$ cat config.mk
export PLATFORM = sky130hd
export DESIGN_NAME = mc_ctrl_fsm
export DESIGN_NICKNAME = d
export VERILOG_FILES = /design/src/rtl/mc_ctrl_pkg.sv /design/src/rtl/mc_ctrl_decode.sv /design/src/rtl/mc_ctrl_fsm.sv
export SDC_FILE = /design/constraint.sdc
export NUM_CORES = 1
export LEC_CHECK = 0
export CAP_MARGIN = 20
export CORE_MARGIN = 5
export CORE_UTILIZATION = 43
export CTS_CLUSTER_SIZE = 14
export DETAILED_ROUTE_END_ITERATION = 7
export PLACE_DENSITY = 0.9
export SLEW_MARGIN = 10
export SYNTH_ARGS = -nofsm -noshare
export SYNTH_HDL_FRONTEND = slang
export SYNTH_SLANG_ARGS = --single-unit
$ cat constraint.sdc
create_clock -name clk -period 2.1 [get_ports clk]
set_input_delay 0.21 -clock clk [delete_from_list [all_inputs] [get_ports clk]]
set_output_delay 0.21 -clock clk [all_outputs]
set_load 0.03 [all_outputs]
$ cat src/rtl/mc_ctrl_pkg.sv
// Shared encodings for the multi-cycle MIPS-subset control unit.
// Opcodes, funct codes, FSM states and datapath select values.
package mc_ctrl_pkg;

    localparam logic [5:0] OPC_RTYPE = 6'd0;
    localparam logic [5:0] OPC_JAL   = 6'd3;
    localparam logic [5:0] OPC_BEQ   = 6'd4;
    localparam logic [5:0] OPC_ORI   = 6'd13;
    localparam logic [5:0] OPC_LW    = 6'd35;
    localparam logic [5:0] OPC_SW    = 6'd43;

    localparam logic [5:0] FN_ADDU = 6'd33;
    localparam logic [5:0] FN_SUBU = 6'd35;
    localparam logic [5:0] FN_AND  = 6'd36;
    localparam logic [5:0] FN_OR   = 6'd37;

    typedef enum logic [2:0] {
        ST_FETCH  = 3'd0,
        ST_DECODE = 3'd1,
        ST_EXEC   = 3'd2,
        ST_MEM    = 3'd3,
        ST_WB     = 3'd4,
        ST_JAL    = 3'd5,
        ST_TRAP   = 3'd6
    } state_e;

    typedef enum logic [1:0] {
        ALU_ADD = 2'd0,
        ALU_SUB = 2'd1,
        ALU_OR  = 2'd2,
        ALU_AND = 2'd3
    } alu_op_e;

    // Instruction classes; CLS_RBAD is an R-type with an unsupported funct.
    typedef enum logic [2:0] {
        CLS_NONE, CLS_LW, CLS_SW, CLS_R, CLS_RBAD, CLS_ORI, CLS_BEQ, CLS_JAL
    } cls_e;

    localparam logic [1:0] NPC_PC4  = 2'd0;
    localparam logic [1:0] NPC_BR   = 2'd1;
    localparam logic [1:0] NPC_JUMP = 2'd2;

    localparam logic [1:0] M2R_ALU = 2'd0;
    localparam logic [1:0] M2R_MEM = 2'd1;
    localparam logic [1:0] M2R_PC  = 2'd2;

    localparam logic [1:0] DST_RD = 2'd0;
    localparam logic [1:0] DST_RT = 2'd1;
    localparam logic [1:0] DST_RA = 2'd2;

    localparam logic [1:0] EXT_ZERO = 2'd0;
    localparam logic [1:0] EXT_SIGN = 2'd1;

endpackage

$ cat src/rtl/mc_ctrl_decode.sv
// Combinational instruction classifier: OP/Funct to class, ALUOp and illegal flag.
module mc_ctrl_decode
    import mc_ctrl_pkg::*;
#(
    parameter int OP_W    = 6,
    parameter int FUNCT_W = 6
) (
    input  logic [OP_W-1:0]    op,
    input  logic [FUNCT_W-1:0] funct,
    output cls_e               cls,
    output alu_op_e            alu_op,
    output logic               illegal
);

    // NOTE: every output gets a default before the case so no latch is inferred.
    always_comb begin
        cls    = CLS_NONE;
        alu_op = ALU_ADD;
        case (op)
            OP_W'(OPC_LW):  cls = CLS_LW;
            OP_W'(OPC_SW):  cls = CLS_SW;
            OP_W'(OPC_JAL): cls = CLS_JAL;
            OP_W'(OPC_ORI): begin
                cls    = CLS_ORI;
                alu_op = ALU_OR;
            end
            OP_W'(OPC_BEQ): begin
                cls    = CLS_BEQ;
                alu_op = ALU_SUB;
            end
            OP_W'(OPC_RTYPE): begin
                cls = CLS_R;
                case (funct)
                    FUNCT_W'(FN_ADDU): alu_op = ALU_ADD;
                    FUNCT_W'(FN_SUBU): alu_op = ALU_SUB;
                    FUNCT_W'(FN_OR):   alu_op = ALU_OR;
                    FUNCT_W'(FN_AND):  alu_op = ALU_AND;
                    default:           cls    = CLS_RBAD;
                endcase
            end
            default: cls = CLS_NONE;
        endcase
        illegal = (cls == CLS_NONE) || (cls == CLS_RBAD);
    end

endmodule

$ cat src/rtl/mc_ctrl_fsm.sv
// Multi-cycle control FSM (FETCH/DECODE/EXEC/MEM/WB/JAL) with bounded memory wait.
// Define MC_CTRL_ILLEGAL_TRAP_EN to trap illegal instructions and add the illegal port.
module mc_ctrl_fsm
    import mc_ctrl_pkg::*;
#(
    parameter int OP_W       = 6,
    parameter int FUNCT_W    = 6,
    parameter int ALUOP_W    = 2,
    parameter int MAX_WAIT   = 15,
    parameter int WAIT_CNT_W = 4
) (
    input  logic               clk,
    input  logic               rst,
    input  logic               zero,
    input  logic [OP_W-1:0]    OP,
    input  logic [FUNCT_W-1:0] Funct,
    input  logic               mem_ready,
    output logic               ALUSrc,
    output logic [1:0]         MemtoReg,
    output logic               RegWrite,
    output logic               MemRead,
    output logic               MemWrite,
    output logic [1:0]         NPCOp,
    output logic [1:0]         EXTOp,
    output logic [ALUOP_W-1:0] ALUOp,
    output logic               PCWrite,
    output logic               IRWrite,
    output logic [1:0]         RegDst,
    output logic [2:0]         state_o,
    output logic               mem_timeout
`ifdef MC_CTRL_ILLEGAL_TRAP_EN
    ,
    output logic               illegal
`endif
);

`ifdef MC_CTRL_ILLEGAL_TRAP_EN
    localparam state_e ILL_NEXT = ST_TRAP;
`else
    localparam state_e ILL_NEXT = ST_FETCH;
`endif

    state_e                  state_q, state_d;
    logic [WAIT_CNT_W-1:0]   wait_cnt_q, wait_cnt_d;
    logic                    timeout_q, timeout_d;
    cls_e                    dec_cls;
    alu_op_e                 dec_alu_op;
    logic                    dec_illegal;

    mc_ctrl_decode #(.OP_W(OP_W), .FUNCT_W(FUNCT_W)) u_decode (
        .op      (OP),
        .funct   (Funct),
        .cls     (dec_cls),
        .alu_op  (dec_alu_op),
        .illegal (dec_illegal)
    );

    always_comb begin
        state_d    = state_q;
        wait_cnt_d = wait_cnt_q;
        timeout_d  = timeout_q;
        ALUSrc     = 1'b0;
        MemtoReg   = M2R_ALU;
        RegWrite   = 1'b0;
        MemRead    = 1'b0;
        MemWrite   = 1'b0;
        NPCOp      = NPC_PC4;
        EXTOp      = EXT_ZERO;
        ALUOp      = ALUOP_W'(ALU_ADD);
        PCWrite    = 1'b0;
        IRWrite    = 1'b0;
        RegDst     = DST_RD;
`ifdef MC_CTRL_ILLEGAL_TRAP_EN
        illegal    = 1'b0;
`endif
        case (state_q)
            ST_FETCH: begin
                IRWrite = 1'b1;
                PCWrite = 1'b1;
                state_d = ST_DECODE;
            end
            ST_DECODE: begin
                EXTOp = EXT_SIGN;
                case (dec_cls)
                    CLS_JAL:  state_d = ST_JAL;
                    CLS_NONE: state_d = ILL_NEXT;
                    default:  state_d = ST_EXEC;
                endcase
            end
            ST_EXEC: begin
                if (dec_illegal) begin
                    state_d = ILL_NEXT;
                end else begin
                    case (dec_cls)
                        CLS_LW, CLS_SW: begin
                            ALUSrc     = 1'b1;
                            EXTOp      = EXT_SIGN;
                            state_d    = ST_MEM;
                            wait_cnt_d = '0;
                        end
                        CLS_R: begin
                            ALUOp   = ALUOP_W'(dec_alu_op);
                            state_d = ST_WB;
                        end
                        CLS_ORI: begin
                            ALUSrc  = 1'b1;
                            ALUOp   = ALUOP_W'(dec_alu_op);
                            state_d = ST_WB;
                        end
                        CLS_BEQ: begin
                            ALUOp   = ALUOP_W'(dec_alu_op);
                            PCWrite = zero;
                            NPCOp   = zero ? NPC_BR : NPC_PC4;
                            state_d = ST_FETCH;
                        end
                        default: state_d = ST_FETCH;
                    endcase
                end
            end
            ST_MEM: begin
                MemRead  = (dec_cls == CLS_LW);
                MemWrite = (dec_cls == CLS_SW);
                // A ready on the final allowed cycle still completes the access.
                if (mem_ready) begin
                    state_d    = (dec_cls == CLS_LW) ? ST_WB : ST_FETCH;
                    wait_cnt_d = '0;
                end else if (wait_cnt_q == WAIT_CNT_W'(MAX_WAIT - 1)) begin
                    timeout_d  = 1'b1;
                    state_d    = ST_FETCH;
                    wait_cnt_d = '0;
                end else begin
                    wait_cnt_d = wait_cnt_q + WAIT_CNT_W'(1);
                end
            end
            ST_WB: begin
                RegWrite = 1'b1;
                if (dec_cls == CLS_LW) begin
                    MemtoReg = M2R_MEM;
                    RegDst   = DST_RT;
                end else if (dec_cls == CLS_ORI) begin
                    RegDst   = DST_RT;
                end
                state_d = ST_FETCH;
            end
            ST_JAL: begin
                RegWrite = 1'b1;
                MemtoReg = M2R_PC;
                RegDst   = DST_RA;
                PCWrite  = 1'b1;
                NPCOp    = NPC_JUMP;
                state_d  = ST_FETCH;
            end
`ifdef MC_CTRL_ILLEGAL_TRAP_EN
            ST_TRAP: illegal = 1'b1;
`endif
            default: state_d = ST_FETCH;
        endcase

        // Reset forces every output low, not just the next state.
        if (rst) begin
            {ALUSrc, MemtoReg, RegWrite, MemRead, MemWrite, NPCOp} = '0;
            {EXTOp, ALUOp, PCWrite, IRWrite, RegDst}               = '0;
`ifdef MC_CTRL_ILLEGAL_TRAP_EN
            illegal = 1'b0;
`endif
        end
    end

    assign state_o     = rst ? 3'd0 : state_q;
    assign mem_timeout = timeout_q & ~rst;

    // NOTE: sequential state uses non-blocking assignments only.
    always_ff @(posedge clk) begin
        if (rst) begin
            state_q    <= ST_FETCH;
            wait_cnt_q <= '0;
            timeout_q  <= 1'b0;
        end else begin
            state_q    <= state_d;
            wait_cnt_q <= wait_cnt_d;
            timeout_q  <= timeout_d;
        end
    end

endmodule

==> results.cfg <==
[yosys]
synth_fa_ha_area_frac = 0.0275
synth-seq-cells = 8
synth-simple-area-share = 0.440
syn_nets = 141
synth_compound_area_frac = 0.239
synth_top_family_by_area = simple AND/OR/NAND/NOR gates
synth_xor_area_frac = 0.0192
yosys-mux-area-fraction = 0.0110
ys_seq_area_frac = 0.176
async_flop_share = 0
ys_types = 49
syn_area_um2 = 911
ys.flop_type = dfxtp_1
syn_inst = 123
synth_edf_count = 0
ys_warn_count = 0
synth_area_per_cell_um2 = 7.41

[pwr]
power_uw = 435
ir_drop_v = 0.000281
pwr_density_cell_nw_per_um2 = 309
p_leak_uw = 0.000609

[routing]
wl_per_cell_um = 14.7
vias = 1097
viasPerCell = 5.65
firstDrtPassIters = 4
dr.first_iter.drc_count = 49
drc = 0
antenna_left = 0
wirelength_mm = 2.86

[layout]
syn_to_final_growth_pct = 54.3
drive_gt1_frac = 0.305
fillCellCount = 166
final_util = 0.709
finalInstanceArea_um2 = 1410
nets = 187
antenna_cells = 0

[place]
hpwlAfterDp_mm = 2.17
gp_congestion = 0.968
place_area_um2 = 1320
port_buffers = 34

[run]
cap_violations = 0

[setup_path]
cp-start-kind = input port
critPathCaptureType = output pin
rr_endpoint = wait_cnt_q[3]
crit_fanout = 3
required_ps = 1890
rr_startpoint = wait_cnt_q[0]
r2r_slack_ps = 360
crit_type = in2out
ff2ff_path_depth = 6
worstPathArrival_ps = 1860

[timing]
period_needed_ps = 2070
tns_ps = 0
finalSetupViolCount = 0
period_share = 0.985
clock-skew-final_ps = 7.71
final-hold-violation-count = 0
timing.hold.ws_ps = 477
rsz0062_at_grt = yes
final-max-slew-violation-count = 0
max_freq_mhz = 483

[clock_tree]
cts_buffer_depth = 2
cts_tree = built
path_clk_slew_ps = 60
cts_made_buffers = 3
clk_latency_ps = 260
numClockSinks = 8
htreeDepth = 1
clockRootBuffer = clkbuf_4

[global_route]
top_usage_layer = met2
grt_pass1_wl_mm = 4.45
met1_usage = 0.203
met3_usage = 0.0371
grt_pass1_vias = 1010
grt_start_max_net_pins = 13
track_usage = 0.172
antenna_found_initial = 0
overflow = 0
grt_use_met2 = 0.307

[floorplan]
die_y_um = 56.0
io_pins = 36
fp.dieW_um = 56.0
dieArea_um2 = 3140
row_count = 16
coreArea_um2 = 1980
initial_utilization = 0.460

[min_path]
hold_path_class = reg2reg
hold_depth = 2
hp-start = timeout_q
holdPathEnd = timeout_q

[status]
status = complete, no violations
## cells in the final DEF, fill, tap and decap left out, types with 3 or more instances in the layout
master / n
a21oi_1: 8
and3_1: 4
buf_4: 29
buf_6: 3
clkbuf_4: 3
clkdlybuf4s50_1: 15
dfxtp_1: 7
dlymetal6s2s_1: 3
inv_1: 3
nand2_1: 6
nand2b_1: 6
nand3_1: 4
nor2_1: 11
nor2b_1: 8
nor3_1: 5
nor4_1: 3
## cells by family (layout without fill, tap and decap cells)
family | after synthesis | after routing
adder cells (fa/ha/maj) | 2 | 2
AND/OR/NAND/NOR | 64 | 64
AO/OA/AOI/OAI | 31 | 31
multiplexers | 1 | 1
other | 1 | 1
buffers and inverters | 14 | 58
XOR/XNOR | 2 | 2
flip-flops | 8 | 8
## metrics by stage
step,worst slack [ps],cells
after global routing,-15.4,194
after global placement,-29.9,191
after floorplan,122,123
after CTS,-32.9,194
final,30.7,194
after detailed placement,-92.8,191
## critical path, stage by stage
cell,delay (ps)
clkdlybuf4s50_1,450
or3b_4,370
or4_1,400
o21ai_1,130
and3_1,180
buf_6,130
## power by group
group,switching (µW),internal (µW)
logic,77.7,78.3
clock network,54.9,65.6
registers,4.02,154
## synthesized netlist by cell type (2+ instances only)
| library cell | count | area, µm² |
|---|---|---|
| a21o_1 | 2 | 15.0 |
| a21oi_1 | 9 | 45.0 |
| a22oi_1 | 2 | 15.0 |
| a311oi_1 | 2 | 17.5 |
| and3_1 | 4 | 25.0 |
| buf_2 | 4 | 20.0 |
| buf_4 | 3 | 22.5 |
| clkbuf_1 | 3 | 11.3 |
| dfxtp_1 | 8 | 160 |
| ha_1 | 2 | 25.0 |
| inv_1 | 3 | 11.3 |
| nand2_1 | 6 | 22.5 |
| nand2b_1 | 6 | 37.5 |
| nand3_1 | 4 | 20.0 |
| nand3b_1 | 2 | 15.0 |
| nand4_1 | 2 | 12.5 |
| nor2_1 | 12 | 45.0 |
| nor2b_1 | 8 | 50.1 |
| nor3_1 | 5 | 25.0 |
| nor4_1 | 3 | 18.8 |
| o21a_1 | 2 | 15.0 |
| o21ai_0 | 2 | 10.0 |
| o21ai_1 | 2 | 10.0 |
| xnor2_1 | 2 | 17.5 |
## timing repair
item	in CTS	in global routing
endpoints found under the setup margin	6	7
resized for setup	5	12
pin swaps	4	2
hold buffers	0	0
setup buffers	0	0
## sequential cells by signal (all words and copies together), names as in the netlist
| signal | count |
|---|---|
| wait_cnt_q | 4 |
| state_q | 3 |
| timeout_q | 1 |
## area by class of cell
cell class	count	area, µm²	share of cell area
Timing Repair Buffer	52	457	0.325
Sequential cell	8	161	0.115
Multi-Input combinational cell	101	719	0.512
Inverter	3	11.3	0.00801
Tap cell	27	33.8	0.0240
Clock buffer	3	22.5	0.0160
## worst max path at each step
stage	from	end	slack, ps	cells after the start
2_1_floorplan	OP[5]	MemWrite	120	5
6_report	Funct[5]	ALUOp[1]	30	6
3_5_place_dp	OP[2]	PCWrite	-90	8
3_3_place_gp	OP[1]	ALUSrc	-30	6
4_1_cts	OP[5]	PCWrite	-30	8
5_1_grt	Funct[4]	PCWrite	-20	7
## layer usage
metal / vias up / share of wire
li1: 545 / -
met5: - / 0
met3: 4 / 0.069
met1: 503 / 0.41
met2: 45 / 0.51
met4: 0 / 0.010
(Power assumes the default switching activity.)
